--- config.mk ---
export PLATFORM = sky130hd
export DESIGN_NAME = esfa_trace_writer
export DESIGN_NICKNAME = d
export VERILOG_FILES = /design/src/rtl/esfa_trace_writer.sv
export SDC_FILE = /design/constraint.sdc
export NUM_CORES = 1
export LEC_CHECK = 0
export BUFFER_PORTS_ARGS = -buffer_cell sky130_fd_sc_hd__buf_4
export CORE_MARGIN = 2
export CORE_UTILIZATION = 25
export DETAILED_ROUTE_END_ITERATION = 10
export PLACE_DENSITY = 0.57
export SLEW_MARGIN = 20
export SYNTH_ARGS = -nofsm -noshare
export SYNTH_HDL_FRONTEND = slang
export SYNTH_SLANG_ARGS = --single-unit
--- constraint.sdc ---
create_clock -name clk -period 2.4 [get_ports clk]
set_clock_uncertainty 0.15 [all_clocks]
set_input_delay 0 -clock clk [delete_from_list [all_inputs] [get_ports clk]]
set_output_delay 0 -clock clk [all_outputs]
set_load 0.02 [all_outputs]
--- src/rtl/esfa_trace_writer.sv ---
// esfa_trace_writer: packs accepted ESFA operations into 72-bit sequencer words on a BRAM write port.
// Define TRACE_WRITER_EXPECT_EN to delay each word RESULT_LATENCY cycles and attach the observed result.
module esfa_trace_writer #(
  parameter int DEPTH = 256,
  parameter int RESULT_LATENCY = 1
) (
  input  logic        clk,
  input  logic        rst,
  input  logic        start,
  input  logic        finish,
  input  logic        op_valid,
  output logic        op_ready,
  input  logic        op_will_write,
  input  logic [7:0]  op_index,
  input  logic [7:0]  op_value,
  input  logic [7:0]  op_metadata,
  input  logic        op_is_metadata,
  input  logic [7:0]  op_selector,
  input  logic        res_bool,
  input  logic [7:0]  res_value,
  output logic        mem_we,
  output logic [7:0]  mem_addr,
  output logic [71:0] mem_din,
  output logic        busy,
  output logic        done,
  output logic [8:0]  count,
  output logic [7:0]  last_addr,
  output logic        overflow
);
`ifdef TRACE_WRITER_EXPECT_EN
  localparam int D = RESULT_LATENCY;
  logic [23:0] hi;
  assign hi = {res_value, 7'b0, res_bool, 7'b0, 1'b1};
`else
  localparam int D = 1;
  logic [23:0] hi;
  logic unused_res;
  assign hi = '0;
  assign unused_res = ^{res_bool, res_value, 1'(RESULT_LATENCY)};
`endif
  localparam logic [8:0] DEPTH9 = 9'(DEPTH);
  typedef enum logic [1:0] {IDLE, RECORD, DRAIN, DONE} state_t;
  state_t state_d, state_q;
  logic [D-1:0] pv_q;
  logic [47:0] pw_q [D];
  logic [8:0] acc_d, acc_q, count_q;
  logic [7:0] ptr_q, mem_addr_q, last_q;
  logic [71:0] mem_din_q;
  logic ready_d, ready_q, we_q, busy_q, done_q, ovf_q, accept, clr, pipe_empty;
  assign accept = op_valid && ready_q;
  assign pipe_empty = ~|pv_q;
  assign clr = start && (state_q == IDLE || state_q == DONE);
  always_comb begin
    state_d = state_q;
    unique case (state_q)
      IDLE:    state_d = start ? RECORD : IDLE;
      RECORD:  state_d = !finish ? RECORD : (pipe_empty && !accept) ? DONE : DRAIN;
      DRAIN:   state_d = pipe_empty ? DONE : DRAIN;
      DONE:    state_d = start ? RECORD : DONE;
      default: state_d = IDLE;
    endcase
    acc_d = clr ? 9'd0 : acc_q + 9'(accept);
    ready_d = state_d == RECORD && acc_d < DEPTH9;
  end
  // acc_q counts every accepted op (written or still in flight), so it alone gates op_ready
  always_ff @(posedge clk) begin
    if (rst) begin
      state_q <= IDLE;
      pv_q <= '0;
      acc_q <= '0;
      ready_q <= 1'b0;
      busy_q <= 1'b0;
      done_q <= 1'b0;
      we_q <= 1'b0;
      mem_addr_q <= '0;
      mem_din_q <= '0;
      ptr_q <= '0;
      count_q <= '0;
      last_q <= '0;
      ovf_q <= 1'b0;
    end else begin
      state_q <= state_d;
      acc_q <= acc_d;
      ready_q <= ready_d;
      busy_q <= state_d == RECORD || state_d == DRAIN;
      done_q <= state_d == DONE;
      pv_q <= D > 1 ? {pv_q, accept} : D'(accept);
      we_q <= pv_q[D-1];
      if (pv_q[D-1]) begin
        mem_addr_q <= ptr_q;
        mem_din_q <= {hi, pw_q[D-1]};
        ptr_q <= ptr_q + 8'd1;
      end
      if (we_q) begin
        count_q <= count_q + 9'd1;
        last_q <= mem_addr_q;
      end
      if (state_q == RECORD && op_valid && acc_q == DEPTH9) ovf_q <= 1'b1;
      if (clr) begin
        ptr_q <= '0;
        count_q <= '0;
        last_q <= '0;
        ovf_q <= 1'b0;
      end
    end
  end
  always_ff @(posedge clk) begin
    pw_q[0] <= {op_selector, 7'b0, op_is_metadata, op_metadata, op_value, op_index, 7'b0, op_will_write};
    for (int i = 1; i < D; i++) pw_q[i] <= pw_q[i-1];
  end
  assign op_ready = ready_q;
  assign mem_we = we_q;
  assign mem_addr = mem_addr_q;
  assign mem_din = mem_din_q;
  assign busy = busy_q;
  assign done = done_q;
  assign count = count_q;
  assign last_addr = last_q;
  assign overflow = ovf_q;
endmodule

==> results of run 1 <==
metrics by stage:
| stage | total power, mW | hold slack (ns) | cells | util | area [um^2] |
|---|---|---|---|---|---|
| floorplan | 2.31 | -0.122 | 434 | - | 4340 |
| global placement | 2.36 | -0.0456 | 708 | 0.307 | 5070 |
| detailed placement | 2.37 | -0.0446 | 708 | 0.307 | 5070 |
| CTS | 4.94 | 0.0593 | 779 | 0.366 | 6050 |
| global route | 5.07 | 0.0680 | 779 | 0.366 | 6050 |
| finish | 4.86 | 0.0798 | 779 | 0.366 | 6050 |
where the power goes:
group / leakage (nW) / total [mW] / internal, mW / switching [mW]
Sequential: 0.966 / 2.04 / 2.02 / 0.0258
Clock: 0.283 / 2.48 / 1.64 / 0.848
Combinational: 1.26 / 0.336 / 0.154 / 0.183
Total: 2.51 / 4.86 / 3.81 / 1.06
synthesized netlist by cell type:
cell / number / share of area
conb_1: 1 / 0.00089
or3_1: 7 / 0.010
o31ai_1: 4 / 0.0071
o21ai_0: 8 / 0.0095
buf_4: 39 / 0.070
xnor2_1: 6 / 0.013
ha_1: 10 / 0.030
nand4_1: 6 / 0.0089
xor2_1: 5 / 0.010
o211ai_1: 1 / 0.0018
nor3_1: 1 / 0.0012
and3_1: 2 / 0.0030
or4_1: 4 / 0.0071
a31o_2: 1 / 0.0021
mux2i_1: 52 / 0.12
buf_2: 6 / 0.0071
a31oi_1: 1 / 0.0015
nand2_1: 8 / 0.0071
nor2b_1: 5 / 0.0074
nor2_1: 65 / 0.058
nor4b_1: 1 / 0.0021
nand3_2: 1 / 0.0024
a211oi_1: 1 / 0.0018
dfxtp_1: 118 / 0.56
clkbuf_1: 8 / 0.0071
and3b_1: 1 / 0.0021
and2_1: 2 / 0.0030
nand3_1: 5 / 0.0060
inv_1: 10 / 0.0089
or4b_1: 1 / 0.0024
nor4_1: 1 / 0.0015
nand2b_1: 2 / 0.0030
and4_1: 1 / 0.0021
a21oi_1: 13 / 0.015
worst min-delay path by stage:
stage	startpoint	endpoint	slack, ns
after floorplan	op_will_write	pw_q[0][0]	-0.12
after global placement	op_value[5]	pw_q[0][14]	-0.05
after detailed placement	op_metadata[3]	pw_q[0][20]	-0.04
after CTS	op_value[5]	pw_q[0][14]	0.06
after global routing	op_selector[2]	pw_q[0][28]	0.07
final	op_metadata[0]	pw_q[0][17]	0.08
layout make-up:
| class | count | area (um^2) | area share |
|---|---|---|---|
| Clock buffer | 25 | 495 | 0.0820 |
| Timing Repair Buffer | 146 | 1190 | 0.197 |
| Sequential cell | 118 | 2360 | 0.391 |
| Multi-Input combinational cell | 253 | 1590 | 0.262 |
| Inverter | 10 | 37.5 | 0.00621 |
| Clock inverter | 7 | 93.8 | 0.0155 |
| Tap cell | 220 | 275 | 0.0455 |
cell usage in the layout, fill, tap and decap left out, drive strengths merged, types with 8 or more instances in the layout:
cell type,n
nor2,65
clkbuf,25
o21ai,8
a21oi,13
buf,107
conb,38
dlygate4sd3,39
nand2,8
mux2i,52
dfxtp,118
inv,10
ha,10
logic make-up (layout without fill, tap and decap cells):
group,count (synthesis),count (layout),synth area share
and+or+nand+nor,113,113,0.128
xor gates and xnor gates,11,11,0.0229
AOI/OAI and AO/OA,29,29,0.0393
DFF,118,118,0.562
other,1,38,0.000893
muxes,52,52,0.124
adders and majority gates,10,10,0.0298
buffers and inverters,63,188,0.0929
routing by layer:
metal,global-route usage,vias to the layer above,wire length (um)
met5,0,-,0
met4,0.0609,0,259
met3,0.0468,20,610
met2,0.177,109,4340
met1,0.108,1439,3740
li1,-,1554,-
registers in the layout, indices dropped and copies added, names as in the netlist:
signal	count
overflow	1
mem_din	34
count	9
last_addr	8
pw_q	34
mem_addr	8
done	1
state_q	2
busy	1
op_ready	1
mem_we	1
acc_q	9
ptr_q	8
pv_q	1
==> flow_summary.json, run 1 <==
{
  "status": "finished, final reports clean",
  "root_buffer": "clkbuf_16",
  "drc": 0,
  "synth_warnings": 0,
  "worstSetupPathType": "flop to flop",
  "dieArea_mm2": 0.0179,
  "crit_family": "simple AND/OR/NAND/NOR gates",
  "grt_max_degree": 48,
  "rr_worst_depth": 6,
  "leakage_nw": 2.51,
  "cp.depth": 6,
  "cts_resized": 0,
  "min_period_ns": 2.02,
  "clock.fmax_mhz": 494,
  "place_congestion": 0.741,
  "endpoint": "op_ready",
  "htree_levels": 4,
  "ys_types": 34,
  "first_iter_violations": 66,
  "cts_made_buffers": 17,
  "yosysSeqAreaShare": 0.562,
  "cpMostUsedCell": "ha_1",
  "fill_cells": 1652,
  "ff2ff_setup_slack_ns": 0.38,
  "hold_path.class": "input port to flop",
  "area_delta_synth_final_pct": 43.9,
  "track_usage": 0.105,
  "rr_startpoint": "op_ready",
  "power_density_mw_per_mm2": 805,
  "dieHeight_um": 134,
  "dr.pass1.iters": 6,
  "finalHoldViolations": 0,
  "critPathLaunchType": "flop",
  "synth_seq_cells": 118,
  "wl_per_cell_um": 11.5,
  "ctsHoldBuffers": 39,
  "overflow": 0,
  "cts_buffer_depth": 2,
  "avgSynthCellArea_um2": 10.6,
  "post-route-period-util": 0.843,
  "core_mm2": 0.0165,
  "r2r_end": "op_ready",
  "netlist_area_mm2": 0.00420,
  "hpwlAfterDp_um": 5870,
  "drive_gt1_frac": 0.247,
  "fin_setup_tns_ns": 0,
  "critical_path.max_stage_delay_ns": 0.52,
  "cp-startpoint": "op_ready",
  "clk_pin_slew_worst_paths_ns": 0.05,
  "initial_core_util": 0.254,
  "worst_pin_slew_ns": 0.556,
  "setup_viol": 0,
  "vias": 3122,
  "cp_max_fo": 7,
  "ir_drop_mv": 0.529,
  "holdPathStages": 2,
  "path_cells": "and2_1, ha_1, ha_1, nand3_2, or4b_1, and4_1",
  "post-cts-setup-buffers": 0,
  "setup_slack_ns": 0.377,
  "clk_latency_ns": 0.40,
  "grt_pass1_wl_um": 14600,
  "cap_violations": 0,
  "relSlewSlack": 0.630,
  "cp.buffers_inverters": 0,
  "via_per_inst": 4.01,
  "antenna_cells": 0,
  "pre_cts_ws_ns": 0.383,
  "die_w_um": 134,
  "antenna_found_initial": 0,
  "grt_pass1_vias": 3070,
  "rows": 47,
  "rsz0062_at_grt": "false",
  "slew_violations": 0,
  "io_buffer_count": 102,
  "ios": 150,
  "synth_cells": 397,
  "cts_tree": "yes",
  "drt.antenna.violating_nets": 0,
  "critPathCaptureType": "flop",
  "clkSinkCount": 118,
  "nNetsFinal": 604,
  "cpMaxStageDelayCell": "or4b_1",
  "cp.required_ns": 2.54,
  "cp.arrival_ns": 2.17,
  "wl_um": 8950
}
Power figures use the tool's default switching activity.
==> run 2: changes to the inputs <==
PLACE_DENSITY = 0.58   (was 0.57)
clock period = 1.8 ns   (was 2.4 ns; I/O delays follow)
==> run 2 against run 1 <==
Net effect: routed wire length barely moved; non-clock buffer count is 5 higher; hold slack about the same; design area rose by 2.5%; flip-flop and latch count did not move; final cell count rose by 0.64%; sequential power is 34% higher; via count rose by 0.58%.
==> flow_summary.json, run 2 (synthesized netlist as in run 1, its figures left out) <==
{
  "htree_levels": 4,
  "cp.arrival_ns": 1.89,
  "rsz0062_at_grt": "false",
  "final_cells": 784,
  "cap_violations": 0,
  "track_usage": 0.105,
  "min_period_ns": 1.74,
  "drive_gt1_frac": 0.280,
  "root_buffer": "clkbuf_16",
  "r2r_end": "op_ready",
  "ff2ff_setup_slack_ns": 0.06,
  "cpMaxStageDelayCell": "or4b_1",
  "critPathLaunchType": "flop",
  "status": "finished, final reports clean",
  "p_sw_mw": 1.47,
  "wl_um": 8940,
  "vias": 3140,
  "fin_hold_ws_ns": 0.0797,
  "placed_cell_area_mm2": 0.00515,
  "ios": 150,
  "antenna_found_initial": 0,
  "cp_max_fo": 3,
  "clk_pin_slew_worst_paths_ns": 0.06,
  "cts_made_buffers": 17,
  "wl_per_cell_um": 11.4,
  "place_congestion": 0.718,
  "internal-power_mw": 5.16,
  "antenna_cells": 0,
  "overflow": 0,
  "layout_common_cells": "dfxtp_1 (114), buf_4 (111), nor2_1 (65)",
  "cpMostUsedCell": "ha_4",
  "hold_start": "op_index[4]",
  "io_buffer_count": 102,
  "pre_cts_ws_ns": 0.0158,
  "hpwlAfterDp_um": 6150,
  "power_density_mw_per_mm2": 1070,
  "area_delta_synth_final_pct": 47.5,
  "rr_worst_depth": 6,
  "hold_path_end": "pw_q[0][5]",
  "dieArea_mm2": 0.0179,
  "grt_max_degree": 34,
  "setup_slack_ns": 0.0595,
  "swShare": 0.221,
  "slew_violations": 0,
  "dieHeight_um": 134,
  "clkSinkCount": 118,
  "dp.cells": 713,
  "dr.pass1.iters": 4,
  "leakage_nw": 2.53,
  "die_w_um": 134,
  "ir_drop_mv": 0.726,
  "cts_buffer_depth": 2,
  "holdPathStages": 2,
  "rr_startpoint": "op_ready",
  "rows": 47,
  "via_per_inst": 4.01,
  "critPathCaptureType": "flop",
  "first_iter_violations": 54,
  "path_cells": "and2_4, ha_4, ha_4, nand3_4, or4b_1, and4_1",
  "p_comb_frac": 0.071,
  "hold_path.class": "input port to flop",
  "fin_setup_tns_ns": 0,
  "final_common_cell": "dfxtp_1",
  "critical_path.max_stage_delay_ns": 0.48,
  "worstSetupPathType": "flop to flop",
  "grt_pass1_wl_um": 14700,
  "grt_pass1_vias": 3039,
  "initial_core_util": 0.254,
  "cp.required_ns": 1.95,
  "core_mm2": 0.0165,
  "p_clk_frac": 0.517,
  "drt.antenna.violating_nets": 0,
  "cts_tree": "yes",
  "post-route-period-util": 0.967,
  "nNetsFinal": 609,
  "clk_latency_ns": 0.41,
  "drc": 0,
  "finalHoldViolations": 0,
  "power.total_mw": 6.63,
  "setup_viol": 0,
  "post-cts-setup-buffers": 0,
  "final_cell_area_mm2": 0.00619,
  "sequentialPowerShare": 0.412,
  "clock.fmax_mhz": 575,
  "fin_util": 0.375
}
run 2: changes by cell type in the layout (fill, tap and decap cells not counted), moves of 2 or more:
cell / before / now
ha_1: 10 / 4
buf_4: 107 / 111
ha_4: 0 / 4
dfxtp_1: 117 / 114
clkbuf_1: 4 / 2
clkbuf_8: 4 / 2
dfxtp_4: 0 / 2
ha_2: 0 / 2
inv_1: 10 / 8
inv_2: 0 / 2
run 2: worst max-delay path by stage:
stage,start,end,slack (ns),cells past startpoint
6_report,op_ready,op_ready,0.06,6
5_1_grt,state_q[1],state_q[1],0.005,6
4_1_cts,op_ready,op_ready,0.004,6
3_5_place_dp,op_ready,op_ready,0.02,6
3_3_place_gp,op_ready,op_ready,0.05,6
2_1_floorplan,op_ready,op_ready,0.009,6
run 2: per-layer routing:
metal,GRT usage,vias to the layer above,part of all wire
met5,0,-,0
met4,0.0443,0,0.014
met3,0.0491,10,0.072
met2,0.178,106,0.50
met1,0.112,1451,0.41
li1,-,1573,-
run 2: cell type report:
class / instances / area, um^2
fillers: 1589 / 10300
flip-flops and latches: 118 / 2370
multi-input cells: 253 / 1660
repair buffers: 151 / 1240
clock buffers: 21 / 460
well taps: 220 / 275
clock inverters: 11 / 149
inverters: 10 / 37.5
run 2: what timing repair did:
item	in CTS	in global routing
gates resized for setup	1	11
pin swaps	0	2
endpoints found under the setup margin	1	3
hold endpoints to repair	64	0
hold buffers	39	0
run 2: worst max-delay path: cells and delay by family, from the launching register on:
kind / cells / cell delay (ns)
AND/OR/NAND/NOR: 4 / 0.85
adder cells (fa/ha/maj): 2 / 0.28
flip-flops: 1 / 0.35
run 2: power by group through the flow:
stage                     Sequential, mW  Clock (mW)  Combinational (mW)
after CTS                           2.73        3.53               0.472
after floorplan                     2.81           0               0.271
final                               2.73        3.43               0.472
after global placement              2.78           0               0.395
after global routing                2.74        3.65               0.514
after detailed placement            2.78           0               0.402
==> run 3: changes to the inputs <==
BUFFER_PORTS_ARGS = default   (was -buffer_cell sky130_fd_sc_hd__buf_4)
DONT_BUFFER_PORTS = 1   (was default)
GPL_TIMING_DRIVEN = 0   (was default)
PLACE_DENSITY = 0.51   (was 0.58)
==> run 3 against run 2 <==
Net effect: the run now ends with setup timing left; clock power is 4% higher; critical path depth unchanged; sequential power increased by 1%; die area unchanged.
==> flow_summary.json, run 3 (synthesized netlist as in run 1, its figures left out) <==
{
  "die_w_um": 134,
  "setup_slack_ns": -0.0144,
  "violations": "setup timing",
  "grt_pass1_vias": 3152,
  "wl_per_cell_um": 12.7,
  "drc": 0,
  "dieHeight_um": 134,
  "nNetsFinal": 590,
  "grt_pass1_wl_um": 15600,
  "hold_path.class": "flop to flop",
  "cp.required_ns": 1.94,
  "root_buffer": "clkbuf_16",
  "cp.arrival_ns": 1.96,
  "final_cell_area_mm2": 0.00612,
  "cp_max_fo": 3,
  "cts_buffer_depth": 2,
  "cts_tree": "yes",
  "ir_drop_mv": 0.820,
  "critPathCaptureType": "flop",
  "placed_cell_area_mm2": 0.00465,
  "track_usage": 0.113,
  "grt_max_degree": 17,
  "antenna_found_initial": 0,
  "ios": 150,
  "critical_path.max_stage_delay_ns": 0.49,
  "place_congestion": 0.731,
  "hpwlAfterDp_um": 6400,
  "via_per_inst": 3.99,
  "cap_violations": 0,
  "leakage_nw": 2.41,
  "use_met2": 0.193,
  "core_mm2": 0.0165,
  "wl_um": 9700,
  "initial_core_util": 0.254,
  "min_period_ns": 1.81,
  "top_usage_layer": "met2",
  "dieArea_mm2": 0.0179,
  "slew_violations": 0,
  "worstSetupPathType": "flop to flop",
  "grt_use_met3": 0.0578,
  "drt.antenna.violating_nets": 0,
  "met1_usage": 0.115,
  "first_iter_violations": 47,
  "hold_start": "pw_q[0][32]",
  "relSlewSlack": 0.611,
  "overflow": 0,
  "post-route-period-util": 1.01,
  "cp-startpoint": "op_ready",
  "power_density_mw_per_mm2": 1110,
  "fin_util": 0.371,
  "drive_gt1_frac": 0.194,
  "finalHoldViolations": 0,
  "final_common_cell": "dfxtp_1",
  "clkSinkCount": 118,
  "status": "finished, violations left",
  "rows": 47,
  "clk_latency_ns": 0.40,
  "antenna_cells": 0,
  "cpMaxStageDelayCell": "or4b_1",
  "cpMostUsedCell": "ha_4",
  "fin_setup_tns_ns": -0.0144,
  "path_cells": "and2_4, ha_4, ha_4, nand3_4, or4b_1, and4_1",
  "rsz0062_at_grt": "true",
  "htree_levels": 4,
  "rr_startpoint": "op_ready",
  "layout_common_cells": "dfxtp_1 (112), dlygate4sd3_1 (74), nor2_1 (65)",
  "critPathLaunchType": "flop",
  "clk_pin_slew_worst_paths_ns": 0.05,
  "cts_made_buffers": 17,
  "vias": 3056,
  "dr.pass1.iters": 4,
  "area_delta_synth_final_pct": 45.8,
  "worst_pin_slew_ns": 0.584,
  "clock.fmax_mhz": 551,
  "setup_viol": 1,
  "io_buffer_count": 0
}
[run 3: changes by cell type in the layout (fill, tap and decap cells not counted), sizes merged]
cell,previous run,this run
clkbuf,21,26
inv,11,10
dlygate4sd3,39,74
clkinvlp,3,2
clkinv,4,7
bufinv,3,4
buf,112,51
[run 3: layer usage]
metal | up-vias | share of wire
met3 | 16 | 0.096
met2 | 126 | 0.49
met4 | 0 | 0.020
met5 | - | 0
li1 | 1527 | -
met1 | 1387 | 0.39
[run 3: through the flow]
step | power, mW | setup slack [ns] | hold WS (ns) | std cells
finish | 6.80 | -0.0144 | 0.313 | 765
global route | 7.07 | -0.0689 | 0.322 | 765
CTS | 6.87 | -0.0132 | 0.293 | 763
detailed placement | 3.14 | -0.346 | -0.122 | 654
global placement | 3.13 | -0.331 | -0.122 | 654
floorplan | 3.08 | 0.00935 | -0.122 | 434
[run 3: where the power goes]
part           internal, mW  switching (mW)
combinational         0.241           0.225
clock                  2.39            1.18
sequential             2.69          0.0736
[run 3: critical path: cells and delay by family, from the launching register on]
kind,cells,cell delay [ns]
AND/OR/NAND/NOR,4,0.90
flip-flops,1,0.38
adder cells (fa/ha/maj),2,0.27
[run 3: worst paths after layout]
kind | end | slack, ns | cells past startpoint
max | op_ready | -0.01 | 6
min | mem_din[46] | 0.31 | 2
max reg2reg | op_ready | -0.01 | 6
min reg2reg | mem_din[46] | 0.31 | 2
[run 3: final cells by class]
| cell class | instances | area (um^2) |
|---|---|---|
| Clock buffer | 19 | 454 |
| Tap cell | 220 | 275 |
| Inverter | 10 | 37.5 |
| Timing Repair Buffer | 79 | 778 |
| Sequential cell | 118 | 2370 |
| Buffer | 53 | 364 |
| Fill cell | 1621 | 10400 |
| Multi-Input combinational cell | 253 | 1660 |
| Clock inverter | 13 | 178 |
[run 3: timing repair]
action	in CTS	in global routing
setup endpoints to repair	33	27
gates resized for setup	7	18
hold endpoints to repair	58	0
buffers inserted	3	2
pin swaps	1	3
hold buffers	74	0
